File: src/rtl/melody_seq.sv
// Note sequencer: steps through a writable (K, duration) table and drives the
// K / en inputs of the downstream programmable clock divider.
module melody_seq #(
    parameter int N_BIT     = 16,
    parameter int ADDR_W    = 4,
    parameter int DUR_W     = 8,
    parameter int TICK_DIV  = 50000,
    parameter int GAP_TICKS = 1
) (
    input  logic              clkin,
    input  logic              rst,
    input  logic              wr_en,
    input  logic [ADDR_W-1:0] wr_addr,
    input  logic [N_BIT-1:0]  wr_k,
    input  logic [DUR_W-1:0]  wr_dur,
    input  logic [ADDR_W:0]   len,
    input  logic              start,
    input  logic              stop,
    input  logic              loop,
    output logic [N_BIT-1:0]  K,
    output logic              en,
    output logic              busy,
    output logic [ADDR_W-1:0] idx,
    output logic              done
);

    localparam int DEPTH = 2 ** ADDR_W;
    localparam int PW    = (TICK_DIV > 1) ? $clog2(TICK_DIV) : 1;
    localparam int GW    = (GAP_TICKS > 0) ? $clog2(GAP_TICKS + 1) : 1;

    localparam logic [PW-1:0]     PRESC_LAST = PW'(TICK_DIV - 1);
    localparam logic [GW-1:0]     GAP_LAST   = GW'((GAP_TICKS > 0) ? GAP_TICKS - 1 : 0);
    localparam logic [ADDR_W:0]   DEPTH_V    = (ADDR_W + 1)'(DEPTH);
    localparam logic [ADDR_W:0]   LEN_ONE    = (ADDR_W + 1)'(1);
    localparam logic [DUR_W-1:0]  DUR_ONE    = DUR_W'(1);
    localparam logic [ADDR_W-1:0] IDX_ONE    = ADDR_W'(1);
    localparam logic [N_BIT-1:0]  K_MIN      = N_BIT'(2);

    typedef enum logic [1:0] {S_IDLE, S_FETCH, S_PLAY, S_GAP} state_t;

    state_t            state;
    logic [N_BIT-1:0]  k_mem   [DEPTH];
    logic [DUR_W-1:0]  dur_mem [DEPTH];
    logic [PW-1:0]     presc;
    logic [DUR_W-1:0]  dur_cnt;
    logic [GW-1:0]     gap_cnt;
    logic [ADDR_W:0]   len_q;

    logic [N_BIT-1:0]  fk;
    logic [DUR_W-1:0]  fd;
    logic              tick;
    logic              last;
    logic              adv;

    // Table is deliberately not reset; a same-edge fetch sees the pre-write contents.
    always_ff @(posedge clkin) begin
        if (wr_en) begin
            k_mem[wr_addr]   <= wr_k;
            dur_mem[wr_addr] <= wr_dur;
        end
    end

    always_comb begin
        fk   = k_mem[idx];
        fd   = dur_mem[idx];
        tick = (presc == PRESC_LAST);
        last = ({1'b0, idx} == (len_q - LEN_ONE));
        adv  = ((state == S_PLAY) && tick && (dur_cnt == DUR_ONE) && (GAP_TICKS == 0)) ||
               ((state == S_GAP)  && tick && (gap_cnt == GAP_LAST));
    end

    always_ff @(posedge clkin or posedge rst) begin
        if (rst) begin
            state   <= S_IDLE;
            K       <= '0;
            en      <= 1'b0;
            busy    <= 1'b0;
            done    <= 1'b0;
            idx     <= '0;
            presc   <= '0;
            dur_cnt <= '0;
            gap_cnt <= '0;
            len_q   <= '0;
        end else begin
            done <= 1'b0;
            if (stop && state != S_IDLE) begin
                state <= S_IDLE;
                K     <= '0;
                en    <= 1'b0;
                busy  <= 1'b0;
            end else begin
                case (state)
                    S_IDLE: begin
                        K  <= '0;
                        en <= 1'b0;
                        if (start && !stop && len != '0) begin
                            len_q <= (len > DEPTH_V) ? DEPTH_V : len;
                            idx   <= '0;
                            busy  <= 1'b1;
                            state <= S_FETCH;
                        end
                    end
                    S_FETCH: begin
                        K       <= {fk[N_BIT-1:1], 1'b0};
                        en      <= (fk >= K_MIN);
                        dur_cnt <= (fd == '0) ? DUR_ONE : fd;
                        presc   <= '0;
                        state   <= S_PLAY;
                    end
                    S_PLAY: begin
                        presc <= tick ? '0 : presc + PW'(1);
                        if (tick) begin
                            dur_cnt <= dur_cnt - DUR_ONE;
                            if (dur_cnt == DUR_ONE) begin
                                en <= 1'b0;
                                if (GAP_TICKS > 0) begin
                                    gap_cnt <= '0;
                                    state   <= S_GAP;
                                end
                            end
                        end
                    end
                    S_GAP: begin
                        presc <= tick ? '0 : presc + PW'(1);
                        if (tick && gap_cnt != GAP_LAST)
                            gap_cnt <= gap_cnt + GW'(1);
                    end
                    default: state <= S_IDLE;
                endcase

                // End of note (after the gap, if any): next entry, wrap, or finish.
                if (adv) begin
                    if (last) begin
                        if (loop) begin
                            idx   <= '0;
                            state <= S_FETCH;
                        end else begin
                            done  <= 1'b1;
                            K     <= '0;
                            busy  <= 1'b0;
                            state <= S_IDLE;
                        end
                    end else begin
                        idx   <= idx + IDX_ONE;
                        state <= S_FETCH;
                    end
                end
            end
        end
    end

endmodule

File: config.mk
export PLATFORM = sky130hd
export DESIGN_NAME = melody_seq
export DESIGN_NICKNAME = d
export VERILOG_FILES = /design/src/rtl/melody_seq.sv
export SDC_FILE = /design/constraint.sdc
export NUM_CORES = 1
export LEC_CHECK = 0
export ABC_AREA = 1
export BUFFER_PORTS_ARGS = -buffer_cell sky130_fd_sc_hd__buf_2
export CAP_MARGIN = 20
export CORE_MARGIN = 2
export CORE_UTILIZATION = 49
export CTS_CLUSTER_DIAMETER = 50
export CTS_CLUSTER_SIZE = 24
export DETAILED_ROUTE_END_ITERATION = 7
export GPL_ROUTABILITY_DRIVEN = 1
export PLACE_DENSITY = 0.65
export SYNTH_ARGS = -nofsm -noshare
export SYNTH_HDL_FRONTEND = slang
export SYNTH_SLANG_ARGS = --single-unit
File: constraint.sdc
create_clock -name clkin -period 2.25 [get_ports clkin]
set_input_delay 0.45 -clock clkin [delete_from_list [all_inputs] [get_ports clkin]]
set_output_delay 0.45 -clock clkin [all_outputs]
set_load 0.05 [all_outputs]
# --- Word-level counts from Yosys, hierarchy flattened ---
# Memory sizes are Yosys's and may differ from the RTL's.
# Cells that the tools add are included.
totals:
  reg_bits: 55
  ramBits: 384
  input_bits: 39
  output_inout_bits: 23
  word_cells: 100
  n_memories: 2
memory_table:
  columns: ["memory", "words", "word_bits", "rd", "rd_clocked_by_memory_dff", "write_ports", "line_no", "text"]
  rows:
  - ["k_mem", 16, 16, 1, 0, 1, "42", "logic [N_BIT-1:0] k_mem [DEPTH];"]
  - ["dur_mem", 16, 8, 1, 0, 1, "43", "logic [DUR_W-1:0] dur_mem [DEPTH];"]
classes:
  n_addsub: 5
  order_cmp: 2
  eq_ne: 14
  muxes: 42
  bitwise_logic: 2
  reduce_logical: 23
ops:
  columns: ["cell", "n"]
  rows:
  - ["2-to-1 mux 16 bit", 5]
  - ["one-hot mux 16 bit (2 select lines)", 2]
  - ["2-to-1 mux 4 bit", 5]
  - ["2-to-1 mux 1 bit", 17]
  - ["adder 16 x 1 -> 16 bit, second input constant", 1]
  - ["== test 16 bit, second input constant", 1]
  - [">= comparator 16 x 2 -> 1 bit, second input constant", 1]
  - ["2-to-1 mux 8 bit", 2]
  - ["one-hot mux 8 bit (2 select lines)", 1]
  - ["2-to-1 mux 2 bit", 6]
  - ["nonzero test 5 bit", 2]
  - ["AND reduction 3 bit", 3]
  - ["== test 8 x 1 -> 1 bit, second input constant", 1]
  - ["zero test 8 bit", 1]
  - ["nonzero test 2 bit", 4]
  - ["subtractor 8 x 1 -> 8 bit, second input constant", 1]
  - ["logical AND 1 bit", 6]
  - ["one-hot mux 2 bit (3 select lines)", 1]
  - ["== test 4 x 5 -> 1 bit", 1]
  - ["> comparator 5 bit, second input constant", 1]
  - ["2-to-1 mux 5 bit", 1]
  - ["AND reduction 5 bit", 1]
  - ["subtractor 5 x 1 -> 5 bit, second input constant", 1]
  - ["adder 4 x 1 -> 4 bit, second input constant", 1]
  - ["19 further kinds", 22]

# --- Logic depth before layout (Yosys ltp) ---
depth:
  ltp_word: 9
  depth_mapped: 16
  mapped_depth_nobuf: 13

# --- Least setup slack after synthesis ---
# Ideal clock, no wire load.
synth_path:
  path_type: "in2reg"
  startpoint: "in wr_addr[2]"
  endpoint: "mem dur_mem[0][0], enable pin"
  setup_ns: 0.403
  arrival_time_ns: 1.627
  required_time_ns: 1.847
  slack_ns: 0.220
  cell_stages: 3
  n_path_buf: 0
  path_cell_list: "inv_1 nand3_1 nor2_1"
synth_lines:
  columns: ["element", "line_no", "text"]
  rows:
  - ["from (decl)", "13", "input logic [ADDR_W-1:0] wr_addr,"]
  - ["to (decl)", "43", null]
# Straight into the memory's write port.

# --- Worst setup path in the final report ---
layout_path:
  startpoint: "reg idx[0]"
  endpoint: "out idx[0]"
layout_lines:
  columns: ["element", "line_no", "text"]
  rows:
  - ["from (decl)", "23", "output logic [ADDR_W-1:0] idx,"]
  - ["from (signal assigned)", "144", "idx <= idx + IDX_ONE;"]
# No word-level cell between the ends.

==> impl_metrics.py <==
metrics = {
    "synthesis": {
        "ys_top_cells_by_count": "nand2_1, edfxtp_1, nand3_1",
        "synth_edf_count": 368,
        "syn_nets": 1746,
        "ys.flop_type": "edfxtp_1",
        "synth_area_leaders": "edfxtp_1, nand2_1, dfrtp_1",
        "ys_seq_area_share_pct": 68.0,
        "synth_largest_area_cell": "edfxtp_1",
        "yosysMostFrequentCell": "nand2_1",
        "yosysWarnings": 0,
        "synth_seq_cells": 423,
        "syn_avg_cell_area_sq_um": 10.8,
        "synth.cell_area_sq_um": 18300,
        "synth_top_area_share_pct": 60.5,
        "postSynth.asyncResetShare_pct": 13.0,
        "syn_inst": 1697,
        "synthDistinctLibCells": 42,
    },
    "timing": {
        "hold_slack_ns": 0.180,
        "skew_ns": 0.0100,
        "slew_headroom_pct": 70.1,
        "setup_viol": 0,
        "rsz0062_at_grt": "no",
        "tightestPinTransition_ns": 0.447,
        "fmax_mhz": 462,
        "hold_violations": 0,
        "worst_slack_ns": 0.0877,
        "tns_ns": 0,
        "min_period_ns": 2.16,
        "finalMaxSlewViolations": 0,
        "fin_crit_sh_pct": 96.1,
    },
    "clock_tree": {
        "cts_root_buf": "clkbuf_16",
        "htree_num_levels": 2,
        "cts_tree": "done",
        "clkSinkCount": 423,
        "clk_latency_ns": 0.53,
        "clock_path_buffers": 3,
        "cts.clk_slew.worst_paths_ns": 0.07,
        "numCtsBuffers": 39,
    },
    "power": {
        "p_total_w": 0.0188,
        "p_sw_w": 0.00511,
        "p_int_w": 0.0137,
        "ir_worst_vdd_mv": 0.535,
        "power_density_nw_per_um2": 896,
        "p_clk_share_pct": 37.6,
        "p_seq_share_pct": 49.0,
        "combPwrFrac_pct": 13.5,
        "leakagePower_nw": 8.19,
        "switching_share_pct": 27.3,
    },
    "grt": {
        "grt_max_degree": 87,
        "antenna_found_initial": 2,
        "grtUsageTotal_pct": 22.1,
        "grt_pass1_vias": 11383,
        "grtUsageMet3_pct": 3.16,
        "use_met1_pct": 31.1,
        "grt.busiest_layer": "met2",
        "use_met2_pct": 36.6,
        "overflow": 0,
        "grt_pass1_wl_mm": 64.7,
    },
    "drt": {
        "viasPerCell": 5.34,
        "drt-initial-drc-count": 992,
        "final_antenna_net_count": 0,
        "vias": 12125,
        "wl_per_cell_um": 18.7,
        "first_pass_iters": 5,
        "wl_mm": 42.4,
        "drc": 0,
    },
    "place": {
        "dp_hpwl_mm": 23.3,
        "dp_slack_ns": 0.167,
        "port_buffers": 60,
        "place_congestion": 0.879,
    },
    "cells_and_area": {
        "final_core_util_pct": 57.1,
        "drive_gt1_share_pct": 12.7,
        "final_nets": 1821,
        "syn_to_final_growth_pct": 14.6,
    },
    "floorplan": {
        "start_util_pct": 49.8,
        "row_count": 70,
        "core_area_sq_um": 36700,
        "io_pins": 62,
        "dieWidth_um": 197,
        "die_h_um": 197,
        "die_area_sq_um": 38900,
    },
    "run": {
        "drv_cap": 0,
    },
    "worst_setup_path": {
        "end_kind": "output port",
        "path_class": "flop to output port",
        "cp.required_ns": 1.80,
        "crit_family": "buffers and inverters",
        "crit_chain": "buf_12 -> buf_2",
        "cpPeakStageDelay_ns": 0.49,
        "crit_fanout": 86,
        "crit_path_top_delay_cell": "dfrtp_4",
        "critPathBufInv": 2,
        "cp.arrival_ns": 1.71,
        "critPathLaunchType": "flop",
    },
    "outcome": {
        "status": "complete, no violations",
    },
    "worst_hold_path": {
        "min_path_type": "primary input to flop",
    },
}
## flip-flops by register name (all words and copies together), names as in the netlist
register	cells
done	1
K	16
dur_mem	128
dur_cnt	8
len_q	5
busy	1
state	2
idx	4
en	1
gap_cnt	1
presc	16
k_mem	240
## final cells by class
| cell class | instances | area (sq um) |
|---|---|---|
| Antenna cell | 1 | 2.50 |
| Timing Repair Buffer | 117 | 1080 |
| Fill cell | 2981 | 15800 |
| Sequential cell | 423 | 12400 |
| Clock buffer | 45 | 1040 |
| Inverter | 145 | 549 |
| Clock inverter | 26 | 344 |
| Tap cell | 468 | 586 |
| Multi-Input combinational cell | 1046 | 4900 |
## logic make-up after synthesis
| family | share of synthesized area, % |
|---|---|
| AO/OA/AOI/OAI | 5.05 |
| XOR/XNOR | 0.527 |
| adder cells (fa/ha/maj) | 0.685 |
| buffers and inverters | 5.82 |
| flip-flops | 68.0 |
| AND/OR/NAND/NOR | 19.9 |
## per-layer routing
metal,vias up,share of wire [%]
li1,5892,-
met1,5860,45
met2,311,47
met3,60,5.8
met4,2,1.7
met5,-,0.031
## cell usage in the layout, fill, tap and decap left out, drive strengths merged
| master | instances |
|---|---|
| dfrtp | 55 |
| clkinvlp | 1 |
| nand4 | 7 |
| xor2 | 8 |
| a21boi | 1 |
| a22oi | 15 |
| a22o | 1 |
| nand3 | 198 |
| a31oi | 1 |
| clkinv | 14 |
| nor4 | 2 |
| clkbuf | 45 |
| diode | 1 |
| o22ai | 2 |
| nor3 | 3 |
| bufinv | 4 |
| inv | 152 |
| xnor2 | 3 |
| and3 | 1 |
| nor2 | 181 |
| buf | 116 |
| nand2 | 474 |
| a21o | 1 |
| nor3b | 3 |
| o21ai | 78 |
| dlygate4sd3 | 1 |
| ha | 10 |
| a21oi | 20 |
| or2 | 2 |
| edfxtp | 368 |
| o21a | 1 |
| o211ai | 34 |
## worst min-delay path: cells and delay by family
kind	cells	cell delay (ns)
AOI/OAI and AO/OA	1	0.06
and+or+nand+nor	1	0.07
buffers and inverters	1	0.09
## timing repair
item	in CTS	in global routing
hold buffers	1	0
resized for setup	0	4
buffers inserted	0	0
endpoints found under the hold margin	13	0
setup endpoints to repair	0	1
## power groups by stage
stage	logic [W]	registers (W)	clock network, W
detailed placement	0.00252	0.00936	0
CTS	0.00252	0.00919	0.00716
global placement	0.00246	0.00935	0
floorplan	0.00140	0.00975	0
finish	0.00253	0.00919	0.00705
global route	0.00279	0.00924	0.00747
## final timing paths
check	from	endpoint	slack, ns	depth (start not counted)
min reg2reg	gap_cnt	gap_cnt	0.50	2
max in group asynchronous	rst	idx[0]	1.23	4
max reg2reg	idx[1]	en	0.12	13
min in group asynchronous	rst	K[8]	0.44	3
min	len[3]	len_q[3]	0.18	3
max	idx[0]	idx[0]	0.09	2
## through the flow
| step | instances | cell area, sq um |
|---|---|---|
| finish | 2271 | 20900 |
| detailed placement | 2198 | 19500 |
| global placement | 2198 | 19500 |
| CTS | 2270 | 20900 |
| global route | 2270 | 20900 |
| floorplan | 1697 | 18300 |
Power figures use the tool's default switching activity.
